File: src/rtl/udp_arb_pkg.sv
// Shared definitions for the UDP transmit arbiter: controller state encoding
// and default length limits.
package udp_arb_pkg;

    localparam int LEN_W_DEF   = 16;
    localparam int MAX_LEN_DEF = 1472;

    typedef enum logic [2:0] {
        ST_IDLE      = 3'd0,
        ST_ARB       = 3'd1,
        ST_START     = 3'd2,
        ST_STREAM    = 3'd3,
        ST_WAIT_DONE = 3'd4,
        ST_GAP       = 3'd5
    } arb_state_t;

endpackage

File: src/rtl/udp_tx_arbiter_rr_arbiter.sv
// Request selector: round-robin from ptr+1, or fixed lowest-index-first when
// UDP_ARB_PRIO_EN is defined.
module rr_arbiter #(
    parameter  int NUM_CH = 4,
    localparam int IDX_W  = $clog2(NUM_CH)
) (
    input  logic [NUM_CH-1:0] req,
    input  logic [IDX_W-1:0]  ptr,
    output logic [NUM_CH-1:0] grant,
    output logic [IDX_W-1:0]  idx,
    output logic              found
);

`ifdef UDP_ARB_PRIO_EN
    logic unused_ptr;
    assign unused_ptr = ^ptr;
`endif

    int               c;
    logic [IDX_W-1:0] cidx;

    always_comb begin
        grant = '0;
        idx   = '0;
        found = 1'b0;
        c     = 0;
        cidx  = '0;
        for (int i = 0; i < NUM_CH; i++) begin
`ifdef UDP_ARB_PRIO_EN
            c = i;
`else
            c = (int'(ptr) + 1 + i) % NUM_CH;
`endif
            cidx = IDX_W'(c);
            if (!found && req[cidx]) begin
                found       = 1'b1;
                grant[cidx] = 1'b1;
                idx         = cidx;
            end
        end
    end

endmodule

File: src/rtl/udp_tx_arbiter.sv
// Shares one UDP TX engine between NUM_CH packet sources with an enforced
// inter-packet gap and a stream timeout. Build option: UDP_ARB_PRIO_EN.
module udp_tx_arbiter
    import udp_arb_pkg::*;
#(
    parameter int NUM_CH     = 4,
    parameter int LEN_W      = LEN_W_DEF,
    parameter int MAX_LEN    = MAX_LEN_DEF,
    parameter int GAP_CYCLES = 12,
    parameter int TIMEOUT    = 65535
) (
    input  logic                    rgmii_clk,
    input  logic                    rst,
    input  logic [NUM_CH-1:0]       ch_req,
    input  logic [NUM_CH*LEN_W-1:0] ch_len,
    input  logic [NUM_CH*8-1:0]     ch_data,
    output logic [NUM_CH-1:0]       ch_grant,
    output logic [NUM_CH-1:0]       ch_rd_en,
    output logic [NUM_CH-1:0]       ch_done,
    input  logic                    tx_ready,
    output logic                    tx_start,
    output logic [LEN_W-1:0]        tx_len,
    input  logic                    tx_data_req,
    output logic [7:0]              tx_data,
    input  logic                    tx_done,
    output logic                    err_len,
    output logic                    err_timeout
);

    localparam int IDX_W = $clog2(NUM_CH);
    localparam int TMO_W = $clog2(TIMEOUT + 1);
    localparam int GAP_W = $clog2(GAP_CYCLES + 1);

    arb_state_t        state;
    logic [IDX_W-1:0]  ptr;
    logic [IDX_W-1:0]  arb_idx;
    logic [IDX_W-1:0]  gnt_idx;
    logic [NUM_CH-1:0] arb_onehot;
    logic              arb_found;
    logic [LEN_W-1:0]  arb_len;
    logic [LEN_W-1:0]  gnt_len;
    logic [LEN_W-1:0]  cnt;
    logic [TMO_W-1:0]  tmo_cnt;
    logic [GAP_W-1:0]  gap_cnt;
    logic              take;
    logic              rd_vld_p1;
    logic              len_bad;

    rr_arbiter #(.NUM_CH(NUM_CH)) u_rr (
        .req   (ch_req),
        .ptr   (ptr),
        .grant (arb_onehot),
        .idx   (arb_idx),
        .found (arb_found)
    );

    always_comb begin
        arb_len = '0;
        tx_data = 8'h00;
        for (int i = 0; i < NUM_CH; i++) begin
            if (arb_idx == IDX_W'(i)) arb_len = ch_len[i*LEN_W +: LEN_W];
            if (rd_vld_p1 && gnt_idx == IDX_W'(i)) tx_data = ch_data[i*8 +: 8];
        end
    end

    assign len_bad  = (arb_len == '0) || (arb_len > LEN_W'(MAX_LEN));
    assign take     = (state == ST_STREAM) && tx_data_req && (cnt < tx_len);
    assign ch_rd_en = ch_grant & {NUM_CH{take}};

    always_ff @(posedge rgmii_clk) begin
        if (state == ST_ARB) begin
            gnt_idx <= arb_idx;
            gnt_len <= arb_len;
        end
    end

    always_ff @(posedge rgmii_clk) begin
        if (rst) begin
            state       <= ST_IDLE;
            ptr         <= IDX_W'(NUM_CH - 1);
            ch_grant    <= '0;
            ch_done     <= '0;
            tx_start    <= 1'b0;
            tx_len      <= '0;
            err_len     <= 1'b0;
            err_timeout <= 1'b0;
            cnt         <= '0;
            tmo_cnt     <= '0;
            gap_cnt     <= '0;
            rd_vld_p1   <= 1'b0;
        end else begin
            ch_done     <= '0;
            tx_start    <= 1'b0;
            err_len     <= 1'b0;
            err_timeout <= 1'b0;
            // request accepted this cycle -> byte on tx_data next cycle
            rd_vld_p1   <= take;
            case (state)
                ST_IDLE: if (|ch_req) state <= ST_ARB;
                ST_ARB: begin
                    if (!arb_found) begin
                        state <= ST_IDLE;
                    end else begin
                        ptr <= arb_idx;
                        if (len_bad) begin
                            err_len <= 1'b1;
                            ch_done <= arb_onehot;
                            state   <= ST_IDLE;
                        end else begin
                            ch_grant <= arb_onehot;
                            state    <= ST_START;
                        end
                    end
                end
                ST_START: begin
                    if (tx_ready) begin
                        tx_start <= 1'b1;
                        tx_len   <= gnt_len;
                        cnt      <= '0;
                        tmo_cnt  <= '0;
                        state    <= ST_STREAM;
                    end
                end
                ST_STREAM, ST_WAIT_DONE: begin
                    // a short frame from the engine ends the packet as well
                    if (tx_done) begin
                        ch_done  <= ch_grant;
                        ch_grant <= '0;
                        gap_cnt  <= '0;
                        state    <= ST_GAP;
                    end else if (tmo_cnt == TMO_W'(TIMEOUT - 1)) begin
                        err_timeout <= 1'b1;
                        ch_done     <= ch_grant;
                        ch_grant    <= '0;
                        gap_cnt     <= '0;
                        state       <= ST_GAP;
                    end else begin
                        tmo_cnt <= tmo_cnt + 1'b1;
                        if (take) begin
                            cnt <= cnt + 1'b1;
                            if (cnt + 1'b1 == tx_len) state <= ST_WAIT_DONE;
                        end
                    end
                end
                ST_GAP: begin
                    if (gap_cnt == GAP_W'(GAP_CYCLES - 1)) state <= ST_IDLE;
                    else gap_cnt <= gap_cnt + 1'b1;
                end
                default: state <= ST_IDLE;
            endcase
        end
    end

endmodule

File: config.mk
export PLATFORM = sky130hd
export DESIGN_NAME = udp_tx_arbiter
export DESIGN_NICKNAME = d
export VERILOG_FILES = /design/src/rtl/udp_arb_pkg.sv /design/src/rtl/udp_tx_arbiter_rr_arbiter.sv /design/src/rtl/udp_tx_arbiter.sv
export SDC_FILE = /design/constraint.sdc
export NUM_CORES = 1
export LEC_CHECK = 0
export CORE_MARGIN = 4
export CORE_UTILIZATION = 51
export CTS_BUF_LIST = sky130_fd_sc_hd__clkbuf_8
export CTS_CLUSTER_DIAMETER = 40
export CTS_CLUSTER_SIZE = 40
export DETAILED_ROUTE_END_ITERATION = 16
export GPL_TIMING_DRIVEN = 0
export PLACE_DENSITY = 0.88
export SKIP_CTS_REPAIR_TIMING = 1
export SLEW_MARGIN = 0
export SYNTH_ARGS = -nofsm -noshare
export SYNTH_HDL_FRONTEND = slang
export SYNTH_HIERARCHICAL = 1
export SYNTH_SLANG_ARGS = --single-unit
File: constraint.sdc
create_clock -name rgmii_clk -period 6.3 [get_ports rgmii_clk]
set_input_delay 1.26 -clock rgmii_clk [delete_from_list [all_inputs] [get_ports rgmii_clk]]
set_output_delay 1.26 -clock rgmii_clk [all_outputs]
set_load 0.02 [all_outputs]
Word level (Yosys, flattened, before mapping) --
Index checks and enable logic that the tools add are counted.
Word-level totals: register bits after elaboration 87, output and inout bits 39
Operators by class: add/sub/neg operators 7, $lt $le $gt $ge 10, equal/unequal tests 26, mux-type cells 69, bitwise gates (word level) 8, reduce and logical (&&, ||, !) cells 36
Operators with widths (count):
- 2-to-1 mux 16 bit | 10
- one-hot mux 16 bit (2 select lines) | 2
- 2-to-1 mux 4 bit | 13
- adder 16 x 1 -> 16 bit, second input constant | 2
- 2-to-1 mux 8 bit | 4
- one-hot mux 4 bit (2 select lines) | 3
- 2-to-1 mux 3 bit | 7
- inequality test 2 bit, second input constant | 9
- == test 16 bit | 1
- == test 16 bit, second input constant | 1
- > comparator 16 x 11 -> 1 bit, second input constant | 1
- zero test 16 bit | 1
- < comparator 16 bit | 1
- 2-to-1 mux 1 bit | 15
- one-hot mux 3 bit (5 select lines) | 1
- logical AND 1 bit | 13
- < comparator 2 x 3 -> 1 bit, second input constant | 4
- 2-to-1 mux 2 bit | 6
- bitwise OR 4 bit | 3
- AND reduction 5 bit | 2
- binary-select mux 1 bit (select 2 bit) | 4
- demux 1 bit (select 2 bit) | 4
- == test 2 bit, second input constant | 4
- >= comparator 2 x 1 -> 1 bit, second input constant | 4
- 23 further kinds | 41

Depth between registers and ports, before layout --
word-level depth 23, depth in mapped cells 17, gate-level depth less buffers 14

By module --
The synthesis kept the hierarchy.
By module, submodules not included:
- udp_tx_arbiter | times used 1, cells each 546, area an instance 4989.8 um2
- rr_arbiter | times used 1, cells each 82, area an instance 633.1 um2

Worst setup path before layout --
No wires, ideal clock.
path type input to register, start point in ch_req[2], end point reg ch_done[0], setup time 0.060 ns, data arrival time 4.697 ns, data required time 6.240 ns, path slack 1.543 ns, stages on the path 13, path buffers 2, cells stage by stage buf_2 mux2i_2 and4_4 o21ai_2 a2bb2oi_1 buf_6 mux4_2 or4_1 nor3_2 mux2i_1 nor2_1 nor3_1 a22o_1
On the way: word-level cells in the longest chain between the ends 22, elaborated cells between the ends (all ways) 43
RTL lines:
- start: declaration | line udp_tx_arbiter.sv:14 | input logic [NUM_CH-1:0] ch_req,
- binary-select mux 1 bit (select 2 bit) | line udp_tx_arbiter_rr_arbiter.sv:35 | if (!found && req[cidx]) begin
- 2-to-1 mux 1 bit (implied by the code) | line udp_tx_arbiter_rr_arbiter.sv:35
- 2-to-1 mux 1 bit | line udp_tx_arbiter_rr_arbiter.sv:35
- zero test 1 bit | line udp_tx_arbiter_rr_arbiter.sv:35
- logical AND 1 bit | line udp_tx_arbiter_rr_arbiter.sv:35
- 2-to-1 mux 1 bit | line udp_tx_arbiter_rr_arbiter.sv:35
- zero test 1 bit | line udp_tx_arbiter_rr_arbiter.sv:35
- logical AND 1 bit | line udp_tx_arbiter_rr_arbiter.sv:35
- [4 not listed]
- via arb_idx[0] | line udp_tx_arbiter.sv:36 | logic [IDX_W-1:0] arb_idx;
- [1 not listed]
- 2-to-1 mux 16 bit (3 in a row) | line udp_tx_arbiter.sv:61 | if (arb_idx == IDX_W'(i)) arb_len = ch_len[i*LEN_W +: LEN_W];
- 2-to-1 mux 16 bit * | line udp_tx_arbiter.sv:61
- via arb_len[2] | line udp_tx_arbiter.sv:40 | logic [LEN_W-1:0] arb_len;
- > comparator 16 x 11 -> 1 bit or zero test 16 bit (tied branches) | line udp_tx_arbiter.sv:66 | assign len_bad = (arb_len == '0) || (arb_len > LEN_W'(MAX_LEN));
- logical OR 1 bit * | line udp_tx_arbiter.sv:66
- 2-to-1 mux 4 bit * | line udp_tx_arbiter.sv:105 | if (len_bad) begin
- 2-to-1 mux 4 bit * | line udp_tx_arbiter.sv:101 | if (!arb_found) begin
- one-hot mux 4 bit (2 select lines) * | line udp_tx_arbiter.sv:98 | case (state)
- end signal: assignment | line udp_tx_arbiter.sv:107 | ch_done <= arb_onehot;
- end signal: assignment | line udp_tx_arbiter.sv:127 | ch_done <= ch_grant;
- end signal: assignment | line udp_tx_arbiter.sv:133 | ch_done <= ch_grant;
- end: declaration | line udp_tx_arbiter.sv:19 | output logic [NUM_CH-1:0] ch_done,
Mark *: on every way through the listed nets, which the timed path passes. The rest lies on a longest branch. The select of a mux whose other input is x is not followed. A chain may end at the register's enable or synchronous reset.

Final worst setup path --
start point in ch_req[2], end point reg ch_done[3]
Same word-level chain as after synthesis.

==> flow_results.org <==
** Outcome
- Result of the run :: complete, no violations

** Clocking
- CTS Buf Count :: 9
- Worst-case clock buffer depth :: 2
- Clock tree synthesis found a total of 87 sinks.
- TritonCTS clock tree :: done
- After clock tree synthesis, the clock-pin slew on the worst setup and hold paths is approximately 80 ps.
- Clock latency on the worst-skew pair, taken at its later pin, is approximately 360 ps.
- Library cell used as clock root buffer :: clkbuf_8
- H-tree levels :: 3

** Die
- Die ar. :: 12800 sq um
- The initial utilization of the core area, before any placement, comes to 52.1%.
- Number of rows in the core area :: 38
- 144 I/O pins were placed.
- Height of the die :: 113 um
- From left edge to right edge, the die measures 113 um.
- The core region is 10800 sq um.

** STA
- Setup repair after global routing missed its margin :: no
- The final count of hold timing violations came to 0.
- Adding up every negative setup slack in the final design gives 0 ps.
- Portion of the clock cycle consumed by the worst path in the final layout :: 89.3%
- Between clock sinks in the finished design, the worst skew comes to 9.59 ps.
- Subtracting the final worst setup slack from the clock period gives 5630 ps.
- Pins Over Slew Limit :: 0
- Final Setup Violations :: 0
- At the pin with the least slew margin, the transition time is 805 ps.
- Timing-limited maximum frequency :: 178 MHz
- The worst pin sits at a relative slew slack of between 40% and 50%.

** Routing
- The detail route stage leaves a number of antenna-violating nets equal to 0.
- The routed design has 16100 um of wire.
- Drc violations :: 0
- For this block, the via count after detailed routing is between 5k and 6k.
- After detailed routing, the number of vias per cell comes to 5.93.
- Number of DRC markers in iteration 0 :: 284
- Routed length per instance :: 17.4 um
- The first detailed-routing pass ran for 5 iterations.

** Synthesis
- Synthesized flop and latch total :: 87
- Cell types occupying the most area after synthesis :: dfxtp_1 (25%), edfxtp_1 (9.6%), mux4_2 (9.2%)
- Most common flop cell mapped by yosys :: dfxtp_1
- Net count of the mapped netlist :: 759
- Yosys mapped the design onto 71 distinct sky130hd cell types.
- Most numerous cell in the Yosys netlist :: dfxtp_1
- Post-synthesis instance area :: 5620 sq um
- For this run, asynchronously set or reset flops after synthesis account for 0%.
- Yosys Warn Count :: 6
- In the synthesized netlist, the number of instances is 628.
- Top post-synthesis cells by count :: dfxtp_1 (69), nand2_1 (66), a21oi_1 (64), nor2_1 (60), inv_1 (36)
- Fraction of the yosys area taken by sequential cells :: about a third
- Post-synth EDFFs :: 18
- The share of synthesized area in the top cell type comes to 24.6%.
- Summed over all instances, the cell type with the most area after synthesis is dfxtp_1.
- Averaged over all synthesized cells, the footprint is 8.95 sq um.

** Finish
- Excluding fillers, the count of instances in the completed layout stands at about 900.
- The number of antenna diodes in the final layout is 0.
- Share of post-route cells with drive strength above 1 :: 9.28%
- From synthesis to final layout, the design area changed by 32.0%.
- The net count of the finished layout is 913.

** Worst setup path
- Worst Setup Path Type :: input port to flop
- STA puts the critical path data arrival time at ~6000 ps.
- Startpoint types :: input port
- Critical register-to-register path startpoint :: ptr[0]
- Tracing the worst setup path back leads to its startpoint at ch_req[2].
- The worst setup path is captured at a flop.
- Worst path required time :: 6600 ps
- Largest fanout of any net on the critical path :: 10

** Placement
- In this run the tool buffered the top-level ports with 142 buffer cells.
- Placed wire-length estimate :: roughly 13000 um
- Placer's final routability congestion estimate :: 0.935
- After detailed placement, the design holds a cell count of 911.

** Global routing
- Via count of the first global-routing pass :: 5646
- The initial antenna violation count came to 0.
- The total overflow left after global routing is 0.
- Entering global routing, the biggest net connects 17 pins.
- Overall track demand over capacity in global routing :: around 25%
- The first global-routing pass estimated 26200 um of wire.

** Hold path
- Class of the tightest hold or removal check :: flop to flop
- In this run the most critical hold path is launched from gap_cnt[1].

** Power and ir drop
- For this design the ratio of total power to cell area is 191 nW/um^2.
- The analysis attributes to cell leakage a power of around 2.6 nW.
- Max VDD drop :: between 0.1 and 0.15 mV

** Flow run
- Across the run, the number of max-cap violations was 0.
-- report_power, final --
group	internal [W]	switching, W	total, W
clock network	0.000160	0.000215	0.000375
logic	0.000217	0.000204	0.000422
registers	0.000611	0.0000132	0.000624
-- cell families after synthesis --
group	count (synthesis)	synth area share [%]
DFF	87	34.2
and+or+nand+nor	242	22.2
adders and majority gates	26	5.79
AOI/OAI and AO/OA	131	14.6
buffers and inverters	71	5.23
xor gates and xnor gates	36	5.61
muxes	35	12.4
-- registers in the layout (all words and copies together), names as in the netlist --
| signal | count |
|---|---|
| ch_done | 4 |
| ch_grant | 4 |
| cnt | 16 |
| err_len | 1 |
| err_timeout | 1 |
| gap_cnt | 4 |
| gnt_idx | 2 |
| gnt_len | 16 |
| ptr | 2 |
| rd_vld_p1 | 1 |
| state | 3 |
| tmo_cnt | 16 |
| tx_len | 16 |
| tx_start | 1 |
-- area by class of cell --
cell class,count,area (sq um)
buffer,34,155
clock buffer,10,138
clock inverter,6,51.3
fill,813,3370
inverter,37,139
multi-input combinational,470,3410
sequential,87,1920
tap,140,175
timing repair buffer,143,1430
-- final timing paths --
path / cells after the start / to / slack, ps
max: 14 / ch_done[3] / 670
min: 2 / gap_cnt[1] / 490
max reg2reg: 15 / ch_done[3] / 1140
min reg2reg: 2 / gap_cnt[1] / 490
-- critical path: stages --
cell and delay, ps:
clkdlybuf4s50_1 410, buf_2 180, mux2i_2 530, and4_4 350
o21ai_2 90, a2bb2oi_1 340, buf_6 210, mux4_2 530
or4_1 590, nor3_2 160, mux2i_1 390, nor2_1 90
nor3_1 540, a22o_1 240
-- through the flow --
| step | instance area [sq um] | total power [W] | utilization (%) | setup WS (ps) | hold WS [ps] |
|---|---|---|---|---|---|
| after floorplan | 5620 | 0.000910 | - | 1540 | 449 |
| after global placement | 7220 | 0.00104 | 66.9 | 372 | 464 |
| after detailed placement | 7240 | 0.00106 | 67.0 | 347 | 480 |
| after CTS | 7420 | 0.00142 | 68.8 | 724 | 492 |
| after global routing | 7420 | 0.00148 | 68.8 | 484 | 527 |
| final | 7420 | 0.00142 | 68.8 | 673 | 492 |
-- metal layers --
layer	global-route usage [%]	wire (um)
met5	0	0
met4	13.1	682
met3	5.88	1360
met2	46.6	8220
met1	27.1	5870
-- cell usage in the layout, fill, tap and decap left out, drive strengths merged, types with 3 or more instances in the layout --
cell | synthesis | layout
a22o | 4 | 4
clkbuf | 20 | 30
nor3 | 12 | 12
o21ai | 20 | 20
dfxtp | 69 | 69
mux2i | 7 | 7
nor2 | 60 | 60
o31a | 4 | 4
a21o | 3 | 3
mux4 | 26 | 26
buf | 14 | 15
clkdlybuf4s50 | 0 | 142
ha | 26 | 26
and4 | 3 | 3
inv | 37 | 40
o211ai | 7 | 7
nand2 | 66 | 66
edfxtp | 18 | 18
and2 | 9 | 9
and3 | 11 | 11
xnor2 | 20 | 20
or3b | 3 | 3
nand4 | 19 | 19
nand4b | 4 | 4
nand3 | 22 | 22
xor2 | 16 | 16
a211oi | 6 | 6
nand3b | 6 | 6
nor2b | 3 | 3
nor4 | 10 | 10
a21oi | 64 | 64
or3 | 7 | 7
(Power assumes the default switching activity.)
